## config.mk

```make
export PLATFORM = sky130hd
export DESIGN_NAME = score_keeper
export DESIGN_NICKNAME = d
export VERILOG_FILES = /design/src/rtl/score_keeper.sv
export SDC_FILE = /design/constraint.sdc
export NUM_CORES = 1
export LEC_CHECK = 0
export ABC_CLOCK_PERIOD_IN_PS = 4100
export BUFFER_PORTS_ARGS = -buffer_cell sky130_fd_sc_hd__buf_2
export CORE_ASPECT_RATIO = 0.75
export CORE_MARGIN = 2
export CORE_UTILIZATION = 58
export DETAILED_ROUTE_END_ITERATION = 10
export GPL_ROUTABILITY_DRIVEN = 0
export PLACE_DENSITY = 0.83
export SLEW_MARGIN = 20
export SYNTH_ARGS = -nofsm -noshare
export SYNTH_HDL_FRONTEND = slang
export SYNTH_SLANG_ARGS = --single-unit
```

## constraint.sdc

```tcl
create_clock -name clk -period 4.1 [get_ports clk]
set_input_delay 0.41 -clock clk [delete_from_list [all_inputs] [get_ports clk]]
set_output_delay 0.41 -clock clk [all_outputs]
set_load 0.02 [all_outputs]
```

## src/rtl/score_keeper.sv

```systemverilog
// ----------------------------------------------------------------------------
// score_keeper
//   Match scoring and serve sequencing for Pong. Counts goals for P1 and P2,
//   paces the serve delay in frames and declares the match winner. Feeds the
//   thermometer pip inputs of the score display and the freeze/serve controls
//   of the ball stage.
//
// Parameters
//   MAX_POINTS          points needed to win (1..7)
//   SERVE_DELAY_FRAMES  frame_tick pulses spent waiting before a serve (>= 1)
//
// Ports
//   clk          pixel clock, all state on its rising edge
//   rst_n        asynchronous active-low reset
//   frame_tick   one-clk pulse per frame
//   goal_p1      level, P1 scores (only its rising edge acts)
//   goal_p2      level, P2 scores (only its rising edge acts)
//   start_btn    level, start / new-match request (rising edge acts)
//   score_p1/2   current points, 0..MAX_POINTS
//   pips_p1/2    thermometer of the scores, bit i = (score > i)
//   ball_freeze  1 = ball held at centre
//   serve        one-clk launch pulse
//   serve_dir    0 = serve toward P1, 1 = serve toward P2
//   game_over    1 while the match is decided
//   winner       00 none, 01 P1, 10 P2; held until the next match starts
// ----------------------------------------------------------------------------
module score_keeper #(
    parameter int unsigned MAX_POINTS         = 5,
    parameter int unsigned SERVE_DELAY_FRAMES = 60
) (
    input  logic       clk,
    input  logic       rst_n,
    input  logic       frame_tick,
    input  logic       goal_p1,
    input  logic       goal_p2,
    input  logic       start_btn,
    output logic [2:0] score_p1,
    output logic [2:0] score_p2,
    output logic [4:0] pips_p1,
    output logic [4:0] pips_p2,
    output logic       ball_freeze,
    output logic       serve,
    output logic       serve_dir,
    output logic       game_over,
    output logic [1:0] winner
);

    localparam int unsigned CntW = (SERVE_DELAY_FRAMES > 1) ? $clog2(SERVE_DELAY_FRAMES) : 1;
    localparam logic [CntW-1:0] CntLast = CntW'(SERVE_DELAY_FRAMES - 1);
    localparam logic [2:0] MaxScore = 3'(MAX_POINTS);

    typedef enum logic [1:0] {
        StIdle,
        StServeWait,
        StPlay,
        StGameOver
    } state_e;

    state_e          state_q, state_d;
    logic [2:0]      score_p1_q, score_p1_d;
    logic [2:0]      score_p2_q, score_p2_d;
    logic [1:0]      winner_q, winner_d;
    logic            serve_dir_q, serve_dir_d;
    logic            serve_q, serve_d;
    logic [CntW-1:0] cnt_q, cnt_d;

    // Edge-detect history; reset to 1 so a level already high at reset
    // release is not mistaken for a fresh edge.
    logic goal_p1_q, goal_p2_q, start_q;
    logic rise_p1, rise_p2, rise_start;

    logic [2:0] p1_inc, p2_inc;

    assign rise_p1    = goal_p1 & ~goal_p1_q;
    assign rise_p2    = goal_p2 & ~goal_p2_q;
    assign rise_start = start_btn & ~start_q;

    // Saturating increments; the FSM leaves PLAY on reaching MaxScore, the
    // clamp only guards against ever wrapping.
    assign p1_inc = (score_p1_q < MaxScore) ? score_p1_q + 3'd1 : score_p1_q;
    assign p2_inc = (score_p2_q < MaxScore) ? score_p2_q + 3'd1 : score_p2_q;

    always_comb begin
        state_d     = state_q;
        score_p1_d  = score_p1_q;
        score_p2_d  = score_p2_q;
        winner_d    = winner_q;
        serve_dir_d = serve_dir_q;
        serve_d     = 1'b0;
        cnt_d       = cnt_q;

        unique case (state_q)
            StIdle, StGameOver: begin
                if (rise_start) begin
                    state_d    = StServeWait;
                    score_p1_d = 3'd0;
                    score_p2_d = 3'd0;
                    winner_d   = 2'b00;
                    cnt_d      = '0;
                end
            end

            StServeWait: begin
                // Goal and start edges are deliberately ignored while waiting.
                if (frame_tick) begin
                    if (cnt_q == CntLast) begin
                        state_d = StPlay;
                        serve_d = 1'b1;
                        cnt_d   = '0;
                    end else begin
                        cnt_d = cnt_q + 1'b1;
                    end
                end
            end

            StPlay: begin
                // Counter is idle here; holding it at zero also gives a goal
                // priority over a coincident frame_tick.
                cnt_d = '0;
                if (rise_p1 && rise_p2) begin
                    // Simultaneous goals: point is replayed, nobody scores.
                    state_d = StServeWait;
                end else if (rise_p1) begin
                    score_p1_d  = p1_inc;
                    serve_dir_d = 1'b1;  // serve toward the conceding player (P2)
                    if (p1_inc == MaxScore) begin
                        state_d  = StGameOver;
                        winner_d = 2'b01;
                    end else begin
                        state_d = StServeWait;
                    end
                end else if (rise_p2) begin
                    score_p2_d  = p2_inc;
                    serve_dir_d = 1'b0;  // serve toward P1
                    if (p2_inc == MaxScore) begin
                        state_d  = StGameOver;
                        winner_d = 2'b10;
                    end else begin
                        state_d = StServeWait;
                    end
                end
            end

            default: state_d = StIdle;
        endcase
    end

    always_ff @(posedge clk or negedge rst_n) begin
        if (!rst_n) begin
            state_q     <= StIdle;
            score_p1_q  <= 3'd0;
            score_p2_q  <= 3'd0;
            winner_q    <= 2'b00;
            serve_dir_q <= 1'b0;
            serve_q     <= 1'b0;
            cnt_q       <= '0;
            goal_p1_q   <= 1'b1;
            goal_p2_q   <= 1'b1;
            start_q     <= 1'b1;
        end else begin
            state_q     <= state_d;
            score_p1_q  <= score_p1_d;
            score_p2_q  <= score_p2_d;
            winner_q    <= winner_d;
            serve_dir_q <= serve_dir_d;
            serve_q     <= serve_d;
            cnt_q       <= cnt_d;
            goal_p1_q   <= goal_p1;
            goal_p2_q   <= goal_p2;
            start_q     <= start_btn;
        end
    end

    // Pips decode straight from the score registers so they move on the same
    // edge as the score; bits at or above MAX_POINTS are forced low.
    always_comb begin
        pips_p1 = 5'b00000;
        pips_p2 = 5'b00000;
        for (int unsigned i = 0; i < 5; i++) begin
            pips_p1[i] = (i < MAX_POINTS) && (score_p1_q > 3'(i));
            pips_p2[i] = (i < MAX_POINTS) && (score_p2_q > 3'(i));
        end
    end

    assign score_p1    = score_p1_q;
    assign score_p2    = score_p2_q;
    assign winner      = winner_q;
    assign serve_dir   = serve_dir_q;
    assign serve       = serve_q;
    assign ball_freeze = (state_q != StPlay);
    assign game_over   = (state_q == StGameOver);

endmodule

```

[Word level (Yosys, flattened, before mapping)]
Index checks and enable logic that the tools add are counted.
Word-level totals
  flip-flop bits (word level): 21
  bits in latches: 0
  RAM bits: 0
  bits in read-only memories: 0
  bits of input ports: 6
  word-level logic and storage cells: 96
  memories: 0
Operators by class
  $add $sub $neg: 3
  $mul: 0
  div/mod/pow operators: 0
  magnitude comparators: 12
  equal/unequal tests: 18
  shift operators: 0
  muxes and demuxes: 35
  bitwise logic cells: 7
  reductions and logical operators: 11
Operator list (number)
  $mux W2: 14
  $mux W3: 8
  $mux W6: 3
  $pmux W6 S3: 1
  $ne A2 B2 Y1 const B: 8
  $gt A3 B1 Y1 const B: 4
  $gt A3 B2 Y1 const B: 4
  $pmux W3 S2: 2
  $ne A3 B3 Y1 const B: 3
  $reduce_and A4 Y1: 2
  $add A3 B1 Y3 const B: 2
  $add A6 B1 Y6 const B: 1
  $eq A3 B3 Y1 const B: 2
  $eq A6 B6 Y1 const B: 1
  $gt A3 B3 Y1 const B: 2
  $lt A3 B3 Y1 const B: 2
  $pmux W2 S3: 1
  $reduce_and A6 Y1: 1
  $mux W1: 5
  $reduce_and A5 Y1: 1
  $eq A2 B2 Y1 const B: 2
  $ne A4 B4 Y1 const B: 1
  $not A1 Y1: 4
  $pmux W2 S2: 1
  other kinds (8): 11

[Depth between registers and ports, before layout]
Gate-level depths: netlist of the first run.
  word-level depth: 8
  gate-level depth with buffers: 8

[Worst setup path after synthesis of the first run]
Ideal clock, no wire load.
  path kind: register to register
  from: register score_p1_q[0], in the netlist score_p1[0]
  to: register winner_q[0], in the netlist winner[0]
  library setup time: 0.126 ns
  arrival: 1.839 ns
  required time: 3.974 ns
  slack: 2.135 ns
  stages on the path, launching flop included: 6
  path buffers: 0
  path through: dfrtp_1 ha_1 ha_1 o311ai_1 a31oi_1 a221o_1
On the way
  longest elaborated chain between the ends: 5
  elaborated cells between the ends (all ways): 6
  classes of those cells: add/sub: 1; order compare: 1; eq/ne: 2; mux: 1; reduce/logical: 1
RTL lines
  start, declared: RTL line 60  | logic [2:0] score_p1_q, score_p1_d;
  start signal, assigned: RTL line 162  | score_p1_q <= score_p1_d;
  $add A3 B1 Y3 or $lt A3 B3 Y1 (tied branches): RTL line 80  | assign p1_inc = (score_p1_q < MaxScore) ? score_p1_q + 3'd1 : score_p1_q;
  $mux W3 (*): RTL line 80
  $eq A3 B3 Y1 (*): RTL line 126  | if (p1_inc == MaxScore) begin
  $ne A3 B3 Y1 (no line) (*)
  $reduce_and A6 Y1 (no line) (*)
  end signal, assigned: RTL line 164  | winner_q <= winner_d;
  end, declared: RTL line 62  | logic [1:0] winner_q, winner_d;
Every way passes the cells marked *; elsewhere a longest branch is shown, timed or not.
A chain may end at the register's enable or synchronous reset.

[Final worst setup path of the first run]
  from: register goal_p1_q
  to: register score_p2_q[0], in the netlist score_p2[0]
On the way
  longest elaborated chain between the ends: 5
  elaborated cells between the ends (all ways): 6
  classes of those cells: eq/ne: 2; bitwise: 2; reduce/logical: 2
RTL lines
  start, declared: RTL line 69  | logic goal_p1_q, goal_p2_q, start_q;
  start signal, assigned: RTL line 168  | goal_p1_q <= goal_p1;
  $not A1 Y1 (*): RTL line 74  | assign rise_p1 = goal_p1 & ~goal_p1_q;
  $and A1 B1 Y1 (*): RTL line 74
  via rise_p1: RTL line 70  | logic rise_p1, rise_p2, rise_start;
  $logic_and A1 B1 Y1: RTL line 120  | if (rise_p1 && rise_p2) begin
  $ne A2 B2 Y1 (no line)
  $reduce_and A5 Y1 (no line) (*)
  end signal, assigned: RTL line 163  | score_p2_q <= score_p2_d;
  end, declared: RTL line 61  | logic [2:0] score_p2_q, score_p2_d;
Mark *: on every way through the listed nets, which the timed path passes. The rest lies on a longest branch.

==> impl_metrics.ini, run 1 <==
[sta]
slew_violations = 0
grt_setup_unrepaired = false
setup_viol = 0
clock.fmax_ghz = 0.480
slew_headroom = 0.675
hold_violations = 0
min_period_over_period = 0.508
min_period_ns = 2.08
tightest_slew_ns = 0.480
tns_ns = 0
fin_skew_ns = 0.00965

[synth]
synth.most_common_cell = dfrtp_1
ys_top_cells_by_area = dfrtp_1 32%, ha_1 14%, dfstp_2 5.6%
synth.avg_cell_area_um2 = 9.78
synth_top_area_frac = 0.318
synth_edf_count = 0
synth-seq-area-share = 0.373
synthFlopType = dfrtp_1
synth_common_cells = 18 x dfrtp_1, 16 x ha_1, 16 x nand2_1
synth_cells = 145
yosys_warnings = 0
syn_nets = 167
synth.distinct_cells = 42
synth-seq-cells = 21
synth_area_leader_cell = dfrtp_1
ys_async_sr_fraction = 1.00
syn_area_um2 = 1420

[detailed_routing]
drtIter0Drc = 50
vias = 1216
drt-total-wl_mm = 3.11
ant_nets = 0
viasPerCell = 5.87
dr.pass1.iters = 4
wire_per_inst_um = 15.0
drcViolationCount = 0

[grt]
met3_usage = 0.0579
grt_max_degree = 22
antenna_found_initial = 0
grtUsageTotal = 0.241
use_met1 = 0.348
gr-usage-met2 = 0.372
top_usage_layer = met2
grt_pass1_wl_mm = 4.98
grt_pass1_vias = 1095
grt-ovfl-total = 0

[floorplanning]
dieArea_um2 = 2860
die_h_um = 46.8
die_x_um = 61.1
pin_count = 28
placementRows = 15
core_area_um2 = 2310
start_util = 0.614

[worst_setup_path]
r2r_setup_slack_ns = 2.02
criticalPathCategory = reg -> reg
critPathRequiredTime_ns = 4.31
crit_path_max_fanout = 8
crit_path_cell_trace = nand2b_4, inv_2, ha_1, and2b_4, a2bb2oi_4, o211ai_1, mux2_4
cp_slowest_cell = dfstp_2
r2r-start = goal_p1_q
crit_family = flip-flops
critical_path.startpoint_type = register
critPathArrivalTime_ns = 2.29
cp_num_buf_inv = 1
max_stage_delay_ns = 0.55
crit_start = goal_p1_q
endpoint_kind = register

[final_layout]
drive_above_1_share = 0.266
syn_to_final_growth_pct = 12.9
fillers = 181
num-nets-final = 196
diodes = 0
final_util = 0.693

[place]
numPortBuffers = 27
hpwl_mm = 2.38

[pwr]
leakagePower_nw = 0.824
power_density_nw_per_um2 = 554
vdd_drop_max_uv = 320

[clock_network]
clk_pin_slew_worst_paths_ns = 0.12
postCtsSetupBuffers = 0
clock_latency_ns = 0.31
cts_resized = 0
clockRootBuffer = clkbuf_4
h-tree-depth = 1
cts_tree = built
numClockSinks = 21
cts_buffer_depth = 2
postCtsHoldBufs = 0
cts_buffers = 3

[flow_run]
drv_cap = 0

[hold_path]
hold_path_class = in -> async

[run_status]
status = completed
-- cell type report --
| cell class | count | area (um^2) | area share |
|---|---|---|---|
| Sequential cell | 21 | 529 | 0.331 |
| Multi-Input combinational cell | 105 | 807 | 0.504 |
| Clock buffer | 4 | 26.3 | 0.0164 |
| Tap cell | 34 | 42.5 | 0.0266 |
| Inverter | 16 | 60.1 | 0.0375 |
| Timing Repair Buffer | 27 | 135 | 0.0844 |
-- flip-flops by register name, summed over array words and instances (netlist names) --
register / flops
cnt_q: 6
score_p1: 3
score_p2: 3
state_q: 2
winner: 2
goal_p1_q: 1
goal_p2_q: 1
serve: 1
serve_dir: 1
start_q: 1
-- final timing paths --
path | cells after the start | endpoint
worst max register to register | 7 | score_p2[0]
worst min register to register | 2 | serve_dir
worst max-delay path | 7 | score_p2[0]
max in group asynchronous | 1 | goal_p1_q
min in group clk | 1 | goal_p2_q
worst min-delay path | 1 | winner[0]
-- per-layer routing --
metal	vias up	part of all wire
li1	578	-
met3	4	0.060
met4	0	0.0055
met5	-	0
met1	593	0.45
met2	41	0.48
-- metrics by stage --
stage / setup WS [ns] / std cells / total power, mW / cell area, um^2 / hold WS [ns]
floorplan: 2.13 / 145 / 0.665 / 1420 / 0.114
finish: 2.02 / 207 / 0.887 / 1600 / 0.0346
global route: 1.92 / 207 / 0.949 / 1600 / 0.0660
detailed placement: 2.04 / 203 / 0.781 / 1570 / 0.391
global placement: 2.12 / 203 / 0.759 / 1570 / 0.392
CTS: 2.03 / 207 / 0.885 / 1600 / 0.0489
-- cells by family (layout without fill, tap and decap cells) --
group | after synthesis | after routing | share of synthesized area
flops | 21 | 21 | 0.373
fa+ha+maj | 16 | 16 | 0.141
simple gates | 41 | 41 | 0.161
buf+inv | 19 | 47 | 0.0574
mux | 4 | 4 | 0.0353
compound gates | 44 | 44 | 0.232
-- cell usage in the layout, fill, tap and decap left out, drive strengths merged, types with 2 or more instances in the layout --
| cell | Yosys | layout |
|---|---|---|
| inv | 16 | 16 |
| a21oi | 7 | 7 |
| nor2b | 2 | 2 |
| and3 | 2 | 2 |
| a22o | 4 | 4 |
| mux2 | 2 | 2 |
| a221o | 2 | 2 |
| nand3 | 4 | 4 |
| a31oi | 4 | 4 |
| ha | 16 | 16 |
| nand2 | 16 | 16 |
| nor3 | 2 | 2 |
| o31ai | 2 | 2 |
| clkbuf | 0 | 4 |
| and4 | 2 | 2 |
| o21ai | 11 | 11 |
| dfrtp | 18 | 18 |
| and2b | 2 | 2 |
| mux2i | 2 | 2 |
| nand2b | 4 | 4 |
| o22ai | 3 | 3 |
| buf | 3 | 27 |
| a21boi | 2 | 2 |
| dfstp | 3 | 3 |
| nor2 | 4 | 4 |
-- where the power goes --
group | switching, mW | total (mW) | internal (mW)
logic | 0.297 | 0.487 | 0.189
clock network | 0.0645 | 0.102 | 0.0379
registers | 0.0490 | 0.298 | 0.249
total | 0.411 | 0.887 | 0.476
No activity file was read; power rests on OpenSTA's default activity.
==> run 2, diff against run 1 <==
--- a/config.mk
+++ b/config.mk
@@ -5,14 +5,14 @@
 export SDC_FILE = /design/constraint.sdc
 export NUM_CORES = 1
 export LEC_CHECK = 0
-export ABC_CLOCK_PERIOD_IN_PS = 4100
+export ABC_CLOCK_PERIOD_IN_PS = 1800
 export BUFFER_PORTS_ARGS = -buffer_cell sky130_fd_sc_hd__buf_2
 export CORE_ASPECT_RATIO = 0.75
 export CORE_MARGIN = 2
-export CORE_UTILIZATION = 58
+export CORE_UTILIZATION = 49
 export DETAILED_ROUTE_END_ITERATION = 10
 export GPL_ROUTABILITY_DRIVEN = 0
-export PLACE_DENSITY = 0.83
+export PLACE_DENSITY = 0.75
 export SLEW_MARGIN = 20
 export SYNTH_ARGS = -nofsm -noshare
 export SYNTH_HDL_FRONTEND = slang
==> constraint.sdc (replaced) <==
create_clock -name clk -period 1.8 [get_ports clk]
set_input_delay 0.18 -clock clk [delete_from_list [all_inputs] [get_ports clk]]
set_output_delay 0.18 -clock clk [all_outputs]
set_load 0.02 [all_outputs]
==> run 2 against run 1 <==
The run now ends with negative setup slack left. Sequential share of layout area down 3.6 points. Count of clock-buffer cells in the layout is the same. Clock skew shrank 0.0046 ns. Clock power rose to 3.0 times the previous value. Worst setup slack got worse by 2.0 ns. Hold slack got worse by 0.010 ns. Register-to-register slack lost 2.0 ns. Cell count up 8.2%. Final area up 13%. Critical path type unchanged.
==> impl_metrics.ini, run 2 (synthesized netlist as in run 1, its figures left out) <==
[worst_setup_path]
reg2regPathDepth = 7
r2r_end = score_p2[0]
criticalPathCategory = reg -> reg
crit_path_max_fanout = 5
r2r_setup_slack_ns = -0.0001
endpoint_kind = register
critPathRequiredTime_ns = 1.96
critical_path.startpoint_type = register
critPathArrivalTime_ns = 1.96
r2r-start = goal_p1_q

[final_layout]
drive_above_1_share = 0.378
layout_commonest_cell = buf_2
num-nets-final = 211
diodes = 0
layout_common_cells = 27 x buf_2, 16 x nand2_1, 16 x dfrtp_1
largest_reg_flops = 6
syn_to_final_growth_pct = 27.4
largest-register = cnt_q
stdcell_area_um2 = 1810
final_util = 0.674

[floorplanning]
dieArea_um2 = 3340
die_h_um = 50.6
start_util = 0.528
placementRows = 16
pin_count = 28
core_area_um2 = 2680
die_x_um = 66.1

[pwr]
vdd_drop_max_uv = 750
leakagePower_nw = 0.911
power_density_nw_per_um2 = 1270

[sta]
slew_violations = 0
grt_setup_unrepaired = true
tightest_slew_ns = 0.480
clock.fmax_ghz = 0.556
setup_viol = 1
fin_skew_ns = 0.00509
tns_ns = -0.000110
slew_headroom = 0.680
finalWorstSetupSlack_ns = -0.000110
min_period_over_period = 1.00
min_period_ns = 1.80
hold_violations = 0

[detailed_routing]
dr.pass1.iters = 4
vias = 1250
drt-total-wl_mm = 3.17
wire_per_inst_um = 14.1
viasPerCell = 5.58
drcViolationCount = 0
drtIter0Drc = 132
ant_nets = 0

[hold_path]
min_from = start_btn
hold_depth = 1
hold_end = start_q
hold_path_class = in -> reg

[grt]
grt-ovfl-total = 0
grt_max_degree = 22
grt_pass1_wl_mm = 5.09
antenna_found_initial = 0
grt_pass1_vias = 1121
grtUsageTotal = 0.202

[clock_network]
h-tree-depth = 1
cts_tree = built
clockRootBuffer = clkbuf_8
clock_latency_ns = 0.27
cts_buffers = 3
cts_buffer_depth = 2
numClockSinks = 21
clk_pin_slew_worst_paths_ns = 0.07

[place]
placed_cell_area_um2 = 1710
hpwl_mm = 2.32
numPortBuffers = 27

[run_status]
violations = negative setup slack
status = finished with violations

[flow_run]
drv_cap = 0
## run 2: worst max path at each step
stage | to | slack (ns) | startpoint
floorplan | score_p2[0] | -0.09 | goal_p1_q
global placement | winner[0] | 0.04 | score_p1[0]
detailed placement | score_p2[0] | -0.03 | goal_p2_q
CTS | score_p2[0] | -0.02 | goal_p1_q
global route | score_p2[0] | -0.07 | goal_p1_q
finish | score_p2[0] | -0.0001 | goal_p1_q
## run 2: final cells by class
cell class | instances | area (um^2)
multi-input combinational | 105 | 866
sequential | 21 | 532
timing repair buffer | 42 | 254
clock buffer | 4 | 45.0
inverter | 16 | 65.1
fill | 213 | 876
tap | 36 | 45.0
## run 2: timing repair
action | 4_1_cts | 5_1_grt
resized for setup | 3 | 6
pin swaps | 0 | 2
setup buffers | 0 | 0
endpoints found under the setup margin | 6 | 8
cloned | 0 | 0
endpoints found under the hold margin | 18 | 0
hold buffers | 1 | 0
## run 2: metal layers
layer  vias up  part of all wire  track usage
met5         -                 0            0
met4         0             0.015       0.0646
met3         6             0.069       0.0516
met2        46              0.44        0.307
met1       592              0.47        0.281
li1        606                 -            -
## run 2: report_power, final
group          internal [mW]  switching (mW)  total, mW
logic                  0.576           0.754       1.33
clock network          0.158           0.152      0.310
registers              0.570          0.0919      0.662
total                   1.30           0.997       2.30
## run 2: worst max-delay path, cell delays in order, from the launching register on
cell and delay (ns):
dfstp_2 0.52, nand2b_4 0.13, inv_6 0.04, ha_4 0.14, and2b_4 0.27, a2bb2oi_4 0.19, o211ai_1 0.14, mux2_4 0.28
## run 2: per-stage QoR
stage          cells  power, mW  setup WS, ns  hold WS (ns)
6_report         224       2.30     -0.000110        0.0242
3_5_place_dp     219       1.94       -0.0305         0.168
2_1_floorplan    145       1.53       -0.0929        -0.116
4_1_cts          224       2.28       -0.0197        0.0182
3_3_place_gp     219       1.88        0.0408         0.155
5_1_grt          224       2.47       -0.0749        0.0141
==> run 3, diff against run 2 <==
--- a/config.mk
+++ b/config.mk
@@ -5,14 +5,16 @@
 export SDC_FILE = /design/constraint.sdc
 export NUM_CORES = 1
 export LEC_CHECK = 0
-export ABC_CLOCK_PERIOD_IN_PS = 1800
+export ABC_CLOCK_PERIOD_IN_PS = 2100
 export BUFFER_PORTS_ARGS = -buffer_cell sky130_fd_sc_hd__buf_2
 export CORE_ASPECT_RATIO = 0.75
 export CORE_MARGIN = 2
-export CORE_UTILIZATION = 49
+export CORE_UTILIZATION = 58
 export DETAILED_ROUTE_END_ITERATION = 10
 export GPL_ROUTABILITY_DRIVEN = 0
-export PLACE_DENSITY = 0.75
+export GPL_TIMING_DRIVEN = 1
+export MAX_ROUTING_LAYER = met4
+export PLACE_DENSITY = 0.83
 export SLEW_MARGIN = 20
 export SYNTH_ARGS = -nofsm -noshare
 export SYNTH_HDL_FRONTEND = slang
==> constraint.sdc (replaced) <==
create_clock -name clk -period 2.1 [get_ports clk]
set_input_delay 0.21 -clock clk [delete_from_list [all_inputs] [get_ports clk]]
set_output_delay 0.21 -clock clk [all_outputs]
set_load 0.02 [all_outputs]
==> run 3 against run 2 <==
Via count decreased by 2.4%. Register-to-register slack improved by 0.11 ns. Power decreased by 22%. Sequential share of layout area increased by 2.2 points. Global-route usage increased by 4.6 points. Final area decreased by 7.5%. Hold slack got worse by 0.0012 ns. Critical path type is now in -> reg. The run now ends clean. Non-clock buffer count decreased by 7.
==> impl_metrics.ini, run 3 (synthesized netlist as in run 1, its figures left out) <==
[detailed_routing]
dr.pass1.iters = 4
drt-total-wl_mm = 3.07
ant_nets = 0
drcViolationCount = 0
vias = 1220
wire_per_inst_um = 14.3
viasPerCell = 5.67
drtIter0Drc = 74

[final_layout]
syn_to_final_growth_pct = 17.9
post_layout_nonfiller_instances = 215
num-nets-final = 204
layout_commonest_cell = buf_2
diodes = 0
layout_common_cells = 27 x buf_2, 18 x dfrtp_1, 16 x nand2_1
largest_reg_flops = 6
largest-register = cnt_q
drive_above_1_share = 0.293

[sta]
setup_viol = 0
tns_ns = 0
min_period_ns = 1.99
finalWorstSetupSlack_ns = 0.115
grt_setup_unrepaired = false
min_period_over_period = 0.945
tightest_slew_ns = 0.451
slew_headroom = 0.696
hold_violations = 0
fin_skew_ns = 0.00436
slew_violations = 0
clock.fmax_ghz = 0.504

[place]
numPortBuffers = 27
placed_cells = 206
dpl_worst_slack_ns = 0.116
hpwl_mm = 2.29

[clock_network]
cts_buffers = 3
cts_buffer_depth = 2
numClockSinks = 21
cts_tree = built
clock_latency_ns = 0.31
clk_pin_slew_worst_paths_ns = 0.12
h-tree-depth = 1
clockRootBuffer = clkbuf_4

[grt]
grtUsageTotal = 0.248
gr-usage-met2 = 0.377
use_met1 = 0.333
top_usage_layer = met2
grt_pass1_vias = 1130
grt-ovfl-total = 0
antenna_found_initial = 0
grt_pass1_wl_mm = 5.00
met3_usage = 0.0606
grt_max_degree = 22

[floorplanning]
die_h_um = 46.8
die_x_um = 61.1
start_util = 0.614
core_area_um2 = 2310
placementRows = 15
dieArea_um2 = 2860
pin_count = 28

[worst_setup_path]
crit_path_cell_trace = dlygate4sd3_1, buf_2, nand2b_1, inv_1, ha_1, and2b_4, a2bb2oi_4, o211ai_1, mux2_4
crit_path_max_fanout = 6
cp_slowest_cell = dlygate4sd3_1
criticalPathCategory = in -> reg
critPathArrivalTime_ns = 2.19
max_stage_delay_ns = 0.54
critical_path.startpoint_type = input pin
endpoint_kind = register
critPathRequiredTime_ns = 2.31

[hold_path]
hold_path_class = in -> reg

[flow_run]
drv_cap = 0

[run_status]
status = completed

[pwr]
power_density_nw_per_um2 = 1080
vdd_drop_max_uv = 680
leakagePower_nw = 0.862
[run 3: cell count changes in the layout (fill, tap and decap cells not counted), sizes merged]
cell and delta:
clkbuf -1, buf -9, dlygate4sd3 +2, clkinv +1
[run 3: stage by stage]
| stage | area (um^2) | util | hold slack (ns) | total power, mW |
|---|---|---|---|---|
| 3_3_place_gp | 1600 | 0.692 | 0.184 | 1.48 |
| 4_1_cts | 1650 | 0.717 | 0.0176 | 1.73 |
| 5_1_grt | 1670 | 0.724 | 0.00229 | 1.93 |
| 2_1_floorplan | 1420 | - | -0.0856 | 1.30 |
| 3_5_place_dp | 1600 | 0.692 | 0.187 | 1.53 |
| 6_report | 1670 | 0.724 | 0.0231 | 1.80 |
[run 3: cell type report]
type	count	area [um^2]
multi-input cells	105	810
fillers	185	637
flip-flops and latches	21	529
repair buffers	35	203
inverters	16	60.1
well taps	34	42.5
clock buffers	3	22.5
clock inverters	1	5.00
[run 3: critical path: cells and delay by family]
family / cells / cell delay, ns
mux: 1 / 0.29
simple gates: 2 / 0.42
buf+inv: 3 / 0.73
fa+ha+maj: 1 / 0.17
compound gates: 2 / 0.38
[run 3: what timing repair did]
action | 4_1_cts | 5_1_grt
resized for setup | 0 | 1
endpoints found under the hold margin | 20 | 0
setup endpoints to repair | 0 | 1
setup buffers | 0 | 2
hold buffers | 3 | 0
[run 3: worst paths after layout]
check	slack, ns	cells past startpoint	startpoint	to
min in group asynchronous	0.39	2	rst_n	score_p1[2]
worst max register to register	0.11	7	goal_p2_q	score_p2[0]
worst min-delay path	0.02	1	goal_p1	goal_p1_q
worst max-delay path	0.11	9	goal_p2	score_p2[0]
worst min register to register	0.52	2	serve_dir	serve_dir
max in group asynchronous	1.36	2	rst_n	start_q
[run 3: report_power, final]
group	internal (mW)	total [mW]	leakage, nW	switching [mW]
clock network	0.0712	0.199	0.0177	0.128
logic	0.430	1.02	0.568	0.587
registers	0.487	0.581	0.276	0.0943
[run 3: per-layer routing]
layer  vias to the layer above  part of all wire
met1                       591              0.45
met4                         0            0.0042
met2                        34              0.48
met3                         2             0.063
li1                        593                 -
met5                         -                 0
